**src/rtl/out_word_serializer.sv**
```systemverilog
// Captures signed output words on an asynchronous word clock, buffers them in a FIFO
// and shifts each one off-chip MSB first as a framed serial stream (data, bit clock, frame).
module out_word_serializer #(
  parameter int BW    = 6,
  parameter int DEPTH = 8,
  parameter int DIV   = 4
) (
  input  logic                     CLK,
  input  logic                     RES,
  input  logic                     ENABLE,
  input  logic [BW+14:0]           IN,
  input  logic                     IN_CLK,
  output logic                     SER_DATA,
  output logic                     SER_SCLK,
  output logic                     SER_FRAME,
  output logic [$clog2(DEPTH):0]   FIFO_COUNT,
  output logic                     OVERFLOW
);

  localparam int W   = BW + 15;
  localparam int AW  = $clog2(DEPTH);
  localparam int DW  = $clog2(DIV);
  localparam int BCW = $clog2(W);

  typedef enum logic [1:0] {
    IDLE,
    SHIFT,
    GAP
  } state_t;

  logic          s1, s2, s3;
  logic          word_edge;
  logic          capture;
  logic          full;
  logic          empty;
  logic          pop;
  logic          wr_en;
  logic          drop;
  logic [W-1:0]  mem [DEPTH];
  logic [AW-1:0] wr_ptr;
  logic [AW-1:0] rd_ptr;
  logic [AW:0]   count;
  logic          overflow;

  state_t         state, state_next;
  logic [DW-1:0]  div_cnt, div_next;
  logic [BCW-1:0] bit_cnt, bit_next;
  logic [W-1:0]   sr, sr_next;

  // Two-flop synchroniser on the word clock plus one extra stage for edge detection.
  always_ff @(posedge CLK) begin
    if (RES) begin
      s1 <= 1'b0;
      s2 <= 1'b0;
      s3 <= 1'b0;
    end else begin
      s1 <= IN_CLK;
      s2 <= s1;
      s3 <= s2;
    end
  end

  assign word_edge = s2 & ~s3;
  assign capture   = word_edge & ENABLE;
  assign full      = (count == (AW+1)'(DEPTH));
  assign empty     = (count == '0);
  // A pop in the same cycle frees a slot, so a full FIFO can still accept the word.
  assign wr_en     = capture & (~full | pop);
  assign drop      = capture & full & ~pop;

  always_ff @(posedge CLK) begin
    if (RES) begin
      wr_ptr   <= '0;
      rd_ptr   <= '0;
      count    <= '0;
      overflow <= 1'b0;
    end else begin
      if (wr_en) wr_ptr <= wr_ptr + 1'b1;
      if (pop)   rd_ptr <= rd_ptr + 1'b1;
      case ({wr_en, pop})
        2'b10:   count <= count + 1'b1;
        2'b01:   count <= count - 1'b1;
        default: count <= count;
      endcase
      if (drop) overflow <= 1'b1;
    end
  end

  always_ff @(posedge CLK) begin
    if (wr_en) mem[wr_ptr] <= IN;
  end

  always_ff @(posedge CLK) begin
    if (RES) begin
      state   <= IDLE;
      div_cnt <= '0;
      bit_cnt <= '0;
      sr      <= '0;
    end else begin
      state   <= state_next;
      div_cnt <= div_next;
      bit_cnt <= bit_next;
      sr      <= sr_next;
    end
  end

  // The divider is reused in GAP to time the inter-frame hold.
  always_comb begin
    state_next = state;
    div_next   = div_cnt;
    bit_next   = bit_cnt;
    sr_next    = sr;
    pop        = 1'b0;
    case (state)
      IDLE: begin
        if (!empty && ENABLE) begin
          pop        = 1'b1;
          sr_next    = mem[rd_ptr];
          div_next   = '0;
          bit_next   = '0;
          state_next = SHIFT;
        end
      end
      SHIFT: begin
        if (div_cnt == DW'(DIV-1)) begin
          div_next = '0;
          if (bit_cnt == BCW'(W-1)) begin
            state_next = GAP;
          end else begin
            bit_next = bit_cnt + 1'b1;
            sr_next  = {sr[W-2:0], 1'b0};
          end
        end else begin
          div_next = div_cnt + 1'b1;
        end
      end
      GAP: begin
        if (div_cnt == DW'(DIV-1)) begin
          div_next   = '0;
          state_next = IDLE;
        end else begin
          div_next = div_cnt + 1'b1;
        end
      end
      default: state_next = IDLE;
    endcase
  end

  assign SER_FRAME  = (state == SHIFT);
  assign SER_SCLK   = SER_FRAME & (div_cnt >= DW'(DIV/2));
  assign SER_DATA   = SER_FRAME & sr[W-1];
  assign FIFO_COUNT = count;
  assign OVERFLOW   = overflow;

endmodule

```
**config.mk**
```make
export PLATFORM = sky130hd
export DESIGN_NAME = out_word_serializer
export DESIGN_NICKNAME = d
export VERILOG_FILES = /design/src/rtl/out_word_serializer.sv
export SDC_FILE = /design/constraint.sdc
export NUM_CORES = 1
export LEC_CHECK = 0
export ABC_AREA = 1
export ABC_CLOCK_PERIOD_IN_PS = 2280
export CORE_MARGIN = 3
export CORE_UTILIZATION = 55
export DETAILED_ROUTE_END_ITERATION = 7
export GPL_TIMING_DRIVEN = 0
export PLACE_DENSITY = 0.8
export SKIP_CTS_REPAIR_TIMING = 1
export SYNTH_ARGS = -nofsm -noshare
export SYNTH_HDL_FRONTEND = slang
export SYNTH_SLANG_ARGS = --single-unit
```
**constraint.sdc**
```tcl
create_clock -name CLK -period 2.28 [get_ports CLK]
set_clock_uncertainty 0.05 [all_clocks]
set_input_delay 0.228 -clock CLK [delete_from_list [all_inputs] [get_ports CLK]]
set_output_delay 0.228 -clock CLK [all_outputs]
set_load 0.03 [all_outputs]
```
# Word-level counts from Yosys, hierarchy flattened
# Memories as Yosys holds them, arrays and structs flattened. A register that Yosys moved wholly into a read port is not among the register bits.
# Cells that the tools add are included.
totals:
  mem_count: 1
  mem_bits_rw: 168
  register_bits: 44
  input_bits: 25
op_classes:
  bitwise_logic: 11
  order_cmp: 1
  n_addsub: 6
  n_eq_ne: 12
  n_reduce_logical: 11
  mux: 23
mem_list:
  columns: ["memory", "depth", "width", "read_ports", "rd_clocked_by_memory_dff", "write_ports", "line", "rtl"]
  rows:
  - ["mem", 8, 21, 1, 1, 1, "39", "logic [W-1:0] mem [DEPTH];"]
ops:
  columns: ["op", "count"]
  rows:
  - ["21-bit 2-to-1 mux", 3]
  - ["21-bit case mux with 2 select lines", 1]
  - ["5-bit 2-to-1 mux", 3]
  - ["2-bit 2-to-1 mux", 6]
  - ["5-bit case mux with 2 select lines", 1]
  - ["4-bit case mux with 2 select lines", 1]
  - ["4-bit AND reduction", 2]
  - ["1-bit bitwise AND", 7]
  - ["3-bit by 1-bit adder with 3-bit output (second input constant)", 2]
  - ["2-bit == test (second input constant)", 3]
  - ["3-bit 2-to-1 mux", 2]
  - ["2-bit != test (second input constant)", 3]
  - ["2-bit case mux with 3 select lines", 1]
  - ["2-bit nonzero test", 3]
  - ["5-bit by 1-bit adder with 5-bit output (second input constant)", 1]
  - ["5-bit == test (second input constant)", 1]
  - ["4-bit by 1-bit adder with 4-bit output (second input constant)", 1]
  - ["2-bit by 1-bit == test with 1-bit output (second input constant)", 2]
  - ["4-bit == test (second input constant)", 1]
  - ["4-bit logical NOT", 1]
  - ["1-bit 2-to-1 mux", 4]
  - ["2-bit by 1-bit != test with 1-bit output (second input constant)", 2]
  - ["2-bit case mux with 2 select lines", 1]
  - ["4-bit by 1-bit subtractor with 4-bit output (second input constant)", 1]
  - ["9 further kinds", 11]

# Logic depth before layout (Yosys ltp)
# Gate-level depths: netlist (run 1).
depth:
  depth_word: 9
  depth_mapped: 11
  depth_no_buf: 10

# Worst setup path after synthesis (run 1)
# OpenSTA, ideal clock, no wires.
synth_path:
  kind: "reg-to-reg"
  startpoint: "register count[0] (netlist: FIFO_COUNT[0])"
  endpoint: "memory mem[0][0] (netlist bit) (enable)"
  path_slack_ns: -0.280
  required_ns: 1.831
  path_stages_with_launch: 9
  path_buffers: 0
  arrival_time_ns: 2.112
  setup_time_ns: 0.399
  period_less_slack_ns: 2.560
  path_cell_list: "dfxtp_1 -> nor2_1 -> nand2_1 -> nand3_1 -> nand3_1 -> nand2_1 -> inv_1 -> nand2_1 -> nor2_1"
synth_via:
  elab_chain_len: 9
synth_lines:
  columns: ["item", "line", "rtl"]
  rows:
  - ["start: declaration", "42", "logic [AW:0] count;"]
  - ["start signal: assignment", "81", "2'b10: count <= count + 1'b1;"]
  - ["start signal: assignment", "82", "2'b01: count <= count - 1'b1;"]
  - ["start signal: assignment", "83", "default: count <= count;"]
  - ["4-bit logical NOT", "66", "assign empty = (count == '0);"]
  - ["1-bit logical NOT", "116", "if (!empty && ENABLE) begin"]
  - ["1-bit logical AND", "116", null]
  - ["1-bit 2-to-1 mux", "116", null]
  - ["1-bit 2-to-1 mux", "114", "case (state)"]
  - ["1-bit bitwise OR (*)", "68", "assign wr_en = capture & (~full | pop);"]
  - ["1-bit bitwise AND (*)", "68", null]
  - ["1-bit 2-to-1 mux (*)", "90", "if (wr_en) mem[wr_ptr] <= IN;"]
  - ["1-bit 2-to-1 mux (not written as such) (*)", "90", null]
  - ["end: declaration", "39", null]
# Every way passes the cells marked *; elsewhere a longest branch is shown, timed or not.

# Final worst setup path (run 1)
layout_path:
  startpoint: "register state[1]"
  endpoint: "output port SER_FRAME"
layout_via:
  elab_chain_len: 1
layout_lines:
  columns: ["item", "line", "rtl"]
  rows:
  - ["start: declaration", "45", "state_t state, state_next;"]
  - ["start signal: assignment", "100", "state <= state_next;"]
  - ["2-bit by 1-bit == test with 1-bit output", "149", "assign SER_FRAME = (state == SHIFT);"]
  - ["end: declaration", "15", "output logic SER_FRAME,"]
# No other way between the ends.

==> impl_metrics.yaml, run 1 <==
critical_path:
  setup.worst_path.start_class: "flop"
  r2r_slack_ps: 180
  crit_fanout: 8
  end_kind: "output pin"
  timing.setup.critical_path_class: "reg -> out"
  cp.required_ps: 2000
  worstPathArrival_ps: 1910
detailed_routing:
  finalWirelength_um: 21100
  first_pass_iters: 5
  drt_iter0_markers: 933
  via_per_inst: 5.64
  routedWlPerCell_um: 18.4
  drc: 0
  num_vias: 6489
  ant_nets: 0
die:
  die_x_um: 133
  coreArea_sq_mm: 0.0155
  std_cell_rows: 45
  ioPinCount: 33
  initial_utilization_pct: 57.1
  design.die.area_sq_mm: 0.0176
  fp.dieH_um: 133
synthesis:
  postSynthAreaPerCell_sq_um: 10.4
  mappedNetlistArea_sq_mm: 0.00884
  yosysWarningCount: 0
  synth_compound_area_share_pct: 3.37
  synth_fa_ha_area_share_pct: 1.42
  synth_xor_area_share_pct: 0.396
  seq_area_frac_synth_pct: 67.7
  synth.area.mux_share_pct: 0
  yosys.area_share.simple_pct: 23.3
  synth.distinct_cells: 26
  synth_top_family_by_area: "simple AND/OR/NAND/NOR gates"
  synthesis.nets: 883
  synth_seq_cells: 215
  synthCells: 848
placement:
  port_buffers: 31
  gp_congestion: 0.835
  hpwl_um: 13100
  place_area_sq_mm: 0.00955
  place_ws_ps: -720
finish:
  nets: 958
  fillers: 1081
  areaGrowthSynthToFinish_pct: 18.7
  design_area_sq_mm: 0.0105
  layout_common_cells: "nand2_1 (243), edfxtp_1 (168), nand3_1 (156), nor2_1 (72), dfxtp_1 (47)"
  drive_above_1_share_pct: 10.0
  final_common_cell: "nand2_1"
  antennaDiodeCount: 0
sta:
  hold_viol: 0
  finalSetupTns_ps: 0
  rsz0062_at_grt: "yes"
  hold_slack_ps: 86.3
  final_max_slew_viol_count: 0
  worstMarginPinSlew_ps: 692
  setup_viol: 0
  fmax_mhz: 458
  min_period_ps: 2180
  layout_setup_ws_ps: 96.9
  finalCritPeriodShare_pct: 95.8
  relSlewSlack_pct: 53.8
clock_network:
  numCtsBuffers: 23
  clock-root-buffer: "clkbuf_16"
  htree_levels: 1
  clk_latency_ps: 510
  cts_max_path_buffers: 3
  cts_tree: "built"
  clkSlewWorstSetupHoldPaths_ps: 60
  cts.sink_count: 215
power_and_ir_drop:
  pwr-share-seq_pct: 41.4
  leakagePower_nw: 3.90
  irDropWorstVdd_uv: 835
  p_int_w: 0.00748
  totalPowerFinal_w: 0.0113
  combPwrFrac_pct: 28.1
  clkPwrFrac_pct: 30.5
  power.density_mw_per_mm2: 1070
  swShare_pct: 33.7
  p_sw_w: 0.00380
global_route:
  grt_pass1_wl_um: 31800
  grt_usage_pct: 22.9
  grt_pass1_vias: 6053
  overflow: 0
  grt_max_degree: 22
  antenna_found_initial: 0
hold_path:
  min_path_type: "in -> reg"
run_status:
  status: "finished, final reports clean"
flow_run:
  max_cap_viol_count: 0
## cells by family (layout without fill, tap and decap cells)
| family | Yosys count | after routing |
|---|---|---|
| AOI/OAI and AO/OA | 55 | 55 |
| xor gates and xnor gates | 4 | 4 |
| adders and majority gates | 10 | 10 |
| buffers and inverters | 76 | 167 |
| DFF | 215 | 215 |
| and+or+nand+nor | 488 | 489 |
## power by group through the flow
stage,clock [W],combinational (W),sequential [W]
after floorplan,0,0.00212,0.00475
after global placement,0,0.00300,0.00473
after detailed placement,0,0.00307,0.00474
after CTS,0.00346,0.00310,0.00466
after global routing,0.00362,0.00354,0.00471
final,0.00344,0.00317,0.00467
## layout make-up
type                            instances  area (sq um)  area share [%]
Sequential cell                       215          5990            57.0
Multi-Input combinational cell        558          2590            24.7
Timing Repair Buffer                   49           621            5.91
Clock buffer                           28           596            5.67
Tap cell                              211           264            2.51
Buffer                                 44           223            2.12
Inverter                               32           120            1.14
Clock inverter                         14          97.6           0.929
## per-layer routing
metal,track usage (%),wire (um)
met1,30.2,8070
met2,37.4,10100
met3,4.64,2150
met4,9.30,810
met5,0,0
## metrics by stage
stage	utilization, %	cells
2_1_floorplan	-	848
3_3_place_gp	60.8	1090
3_5_place_dp	61.7	1096
4_1_cts	66.2	1138
5_1_grt	67.8	1151
6_report	67.8	1151
## synth_stat cells (all sizes together)
library cell / number / area (sq um)
nand3b: 1 / 7.51
o211ai: 2 / 15.0
edfxtp: 168 / 5040
nand2: 245 / 922
o21ai: 13 / 68.8
ha: 10 / 125
clkbuf: 21 / 78.8
nor2: 81 / 307
inv: 32 / 120
o21bai: 1 / 7.51
nand4: 2 / 12.5
nor3: 2 / 10.0
xor2: 4 / 35.0
dfxtp: 47 / 941
buf: 23 / 143
a21oi: 39 / 206
nand3: 157 / 798
## sequential cells by signal, indices dropped and copies added (netlist names), named ones only
name and cells:
mem 168, sr 21, bit_cnt 5, FIFO_COUNT 4
rd_ptr 3, wr_ptr 3, div_cnt 2, state 2
OVERFLOW 1, s1 1, s2 1, s3 1
## critical path: stages, from the launching register on
cell and delay (ps):
dfxtp_1 310, inv_1 100, ha_2 290, clkdlybuf4s50_1 700
## final timing paths
check	start	endpoint	cells past startpoint
hold reg to reg	s1	s2	2
setup / recovery	state[1]	SER_FRAME	3
setup reg to reg	state[0]	mem[6][2]	9
hold / removal	RES	wr_ptr[2]	2
Note: power is estimated with default switching activity, not from simulation.
==> inputs of run 2 (changes only) <==
--- a/config.mk
+++ b/config.mk
@@ -7,11 +7,11 @@
 export LEC_CHECK = 0
 export ABC_AREA = 1
 export ABC_CLOCK_PERIOD_IN_PS = 2280
-export CORE_MARGIN = 3
+export CORE_MARGIN = 5
 export CORE_UTILIZATION = 55
 export DETAILED_ROUTE_END_ITERATION = 7
 export GPL_TIMING_DRIVEN = 0
-export PLACE_DENSITY = 0.8
+export PLACE_DENSITY = 0.76
 export SKIP_CTS_REPAIR_TIMING = 1
 export SYNTH_ARGS = -nofsm -noshare
 export SYNTH_HDL_FRONTEND = slang
==> run 2 against run 1 <==
Effect of this change: global-route usage hardly changed; first-iteration DRC count fell by 34%; cell area rose by 0.19%; clock-buffer cell count shrank 1; via count shrank 0.45%; utilization fell by 1.3 points; non-clock buffer count up 4; critical endpoint is now SER_SCLK; fmax grew 0.29%; combinational power barely moved.
==> impl_metrics.yaml, run 2 (synthesized netlist as in run 1, its figures left out) <==
run_status:
  status: "finished, final reports clean"
critical_path:
  rr_startpoint: "state[0]"
  crit_start: "state[1]"
  timing.setup.critical_path_class: "reg -> out"
  crit_fanout: 10
  worstPathArrival_ps: 1900
  end_kind: "output pin"
  setup.worst_path.start_class: "flop"
  cp.required_ps: 2000
die:
  std_cell_rows: 46
  die_x_um: 137
  design.die.area_sq_mm: 0.0187
  initial_utilization_pct: 55.9
  ioPinCount: 33
  fp.dieH_um: 137
  coreArea_sq_mm: 0.0158
clock_network:
  clock-root-buffer: "clkbuf_16"
  clkSlewWorstSetupHoldPaths_ps: 60
  cts_max_path_buffers: 3
  cts_tree: "built"
  htree_levels: 1
  numCtsBuffers: 23
  cts.sink_count: 215
  clk_latency_ps: 510
power_and_ir_drop:
  irDropWorstVdd_uv: 703
  power.density_mw_per_mm2: 1060
  leakagePower_nw: 3.90
  totalPowerFinal_w: 0.0112
finish:
  reg_top3: "mem (168), sr (21), bit_cnt (5)"
  layout_common_cells: "nand2_1 (243), edfxtp_1 (168), nand3_1 (156), nor2_1 (71), dfxtp_1 (47)"
  nets: 963
  largest_reg_flops: 168
  final_common_cell: "nand2_1"
  design_area_sq_mm: 0.0105
  areaGrowthSynthToFinish_pct: 19.0
  antennaDiodeCount: 0
  largest-register: "mem"
  drive_above_1_share_pct: 10.7
placement:
  place_area_sq_mm: 0.00956
  port_buffers: 31
  gp_congestion: 0.809
  hpwl_um: 13000
detailed_routing:
  ant_nets: 0
  drc: 0
  via_per_inst: 5.56
  finalWirelength_um: 21400
  first_pass_iters: 5
  routedWlPerCell_um: 18.4
  num_vias: 6460
  drt_iter0_markers: 614
global_route:
  grt_usage_pct: 22.9
  grt_pass1_vias: 6091
  grt.met1_usage_pct: 31.2
  grtUsageMet3_pct: 4.26
  grtUsageMet2_pct: 37.9
  overflow: 0
  busiest_layer: "met2"
  antenna_found_initial: 0
  grt_pass1_wl_um: 32600
  grt_max_degree: 22
sta:
  fmax_mhz: 459
  finalCritPeriodShare_pct: 95.5
  worstMarginPinSlew_ps: 725
  hold_viol: 0
  min_period_ps: 2180
  relSlewSlack_pct: 51.7
  final_max_slew_viol_count: 0
  setup_viol: 0
hold_path:
  min-delay-start: "RES"
  min_path_type: "in -> reg"
flow_run:
  max_cap_viol_count: 0
==> run 2: where the power goes <==
| part | total, W | switching (W) | internal, W |
|---|---|---|---|
| logic | 0.00317 | 0.00216 | 0.00101 |
| registers | 0.00467 | 0.000172 | 0.00449 |
| clock network | 0.00335 | 0.00149 | 0.00186 |
==> run 2: worst paths after layout <==
check	endpoint	slack, ps	cells after the start
worst min-delay path	sr[20]	80	2
worst max-delay path	SER_SCLK	100	6
worst max register to register	mem[3][14]	120	10
worst min register to register	s2	360	2
==> run 2: through the flow <==
| step | setup slack (ps) | hold WS (ps) | setup TNS, ps | std cells | util [%] |
|---|---|---|---|---|---|
| after floorplan | -280 | 277 | -35170 | 848 | - |
| after global placement | -1310 | 345 | -185520 | 1095 | 59.6 |
| after detailed placement | -694 | 358 | -62810 | 1101 | 60.4 |
| after CTS | -616 | 80.5 | -31160 | 1143 | 64.7 |
| after global routing | -31.1 | 102 | -861 | 1161 | 66.5 |
| final | 103 | 77.4 | 0 | 1161 | 66.5 |
==> run 2: area by class of cell <==
cell class                 count  area [sq um]
buffer                        44           223
clock buffer                  27           591
clock inverter                15          88.8
fill                        1207          5310
inverter                      32           124
multi-input combinational    559          2610
sequential                   215          5990
tap                          216           270
timing repair buffer          53           631
==> run 2: routing by layer <==
layer	vias up	part of all wire, %
met5	-	0
li1	3063	-
met1	3025	39
met4	0	3.1
met2	321	48
met3	51	10
==> run 2: worst max-delay path: stages, from the launching register on <==
cell	delay, ps
dfxtp_1	310
inv_1	90
ha_2	280
inv_2	110
clkbuf_2	240
nor2_1	140
clkbuf_2	210
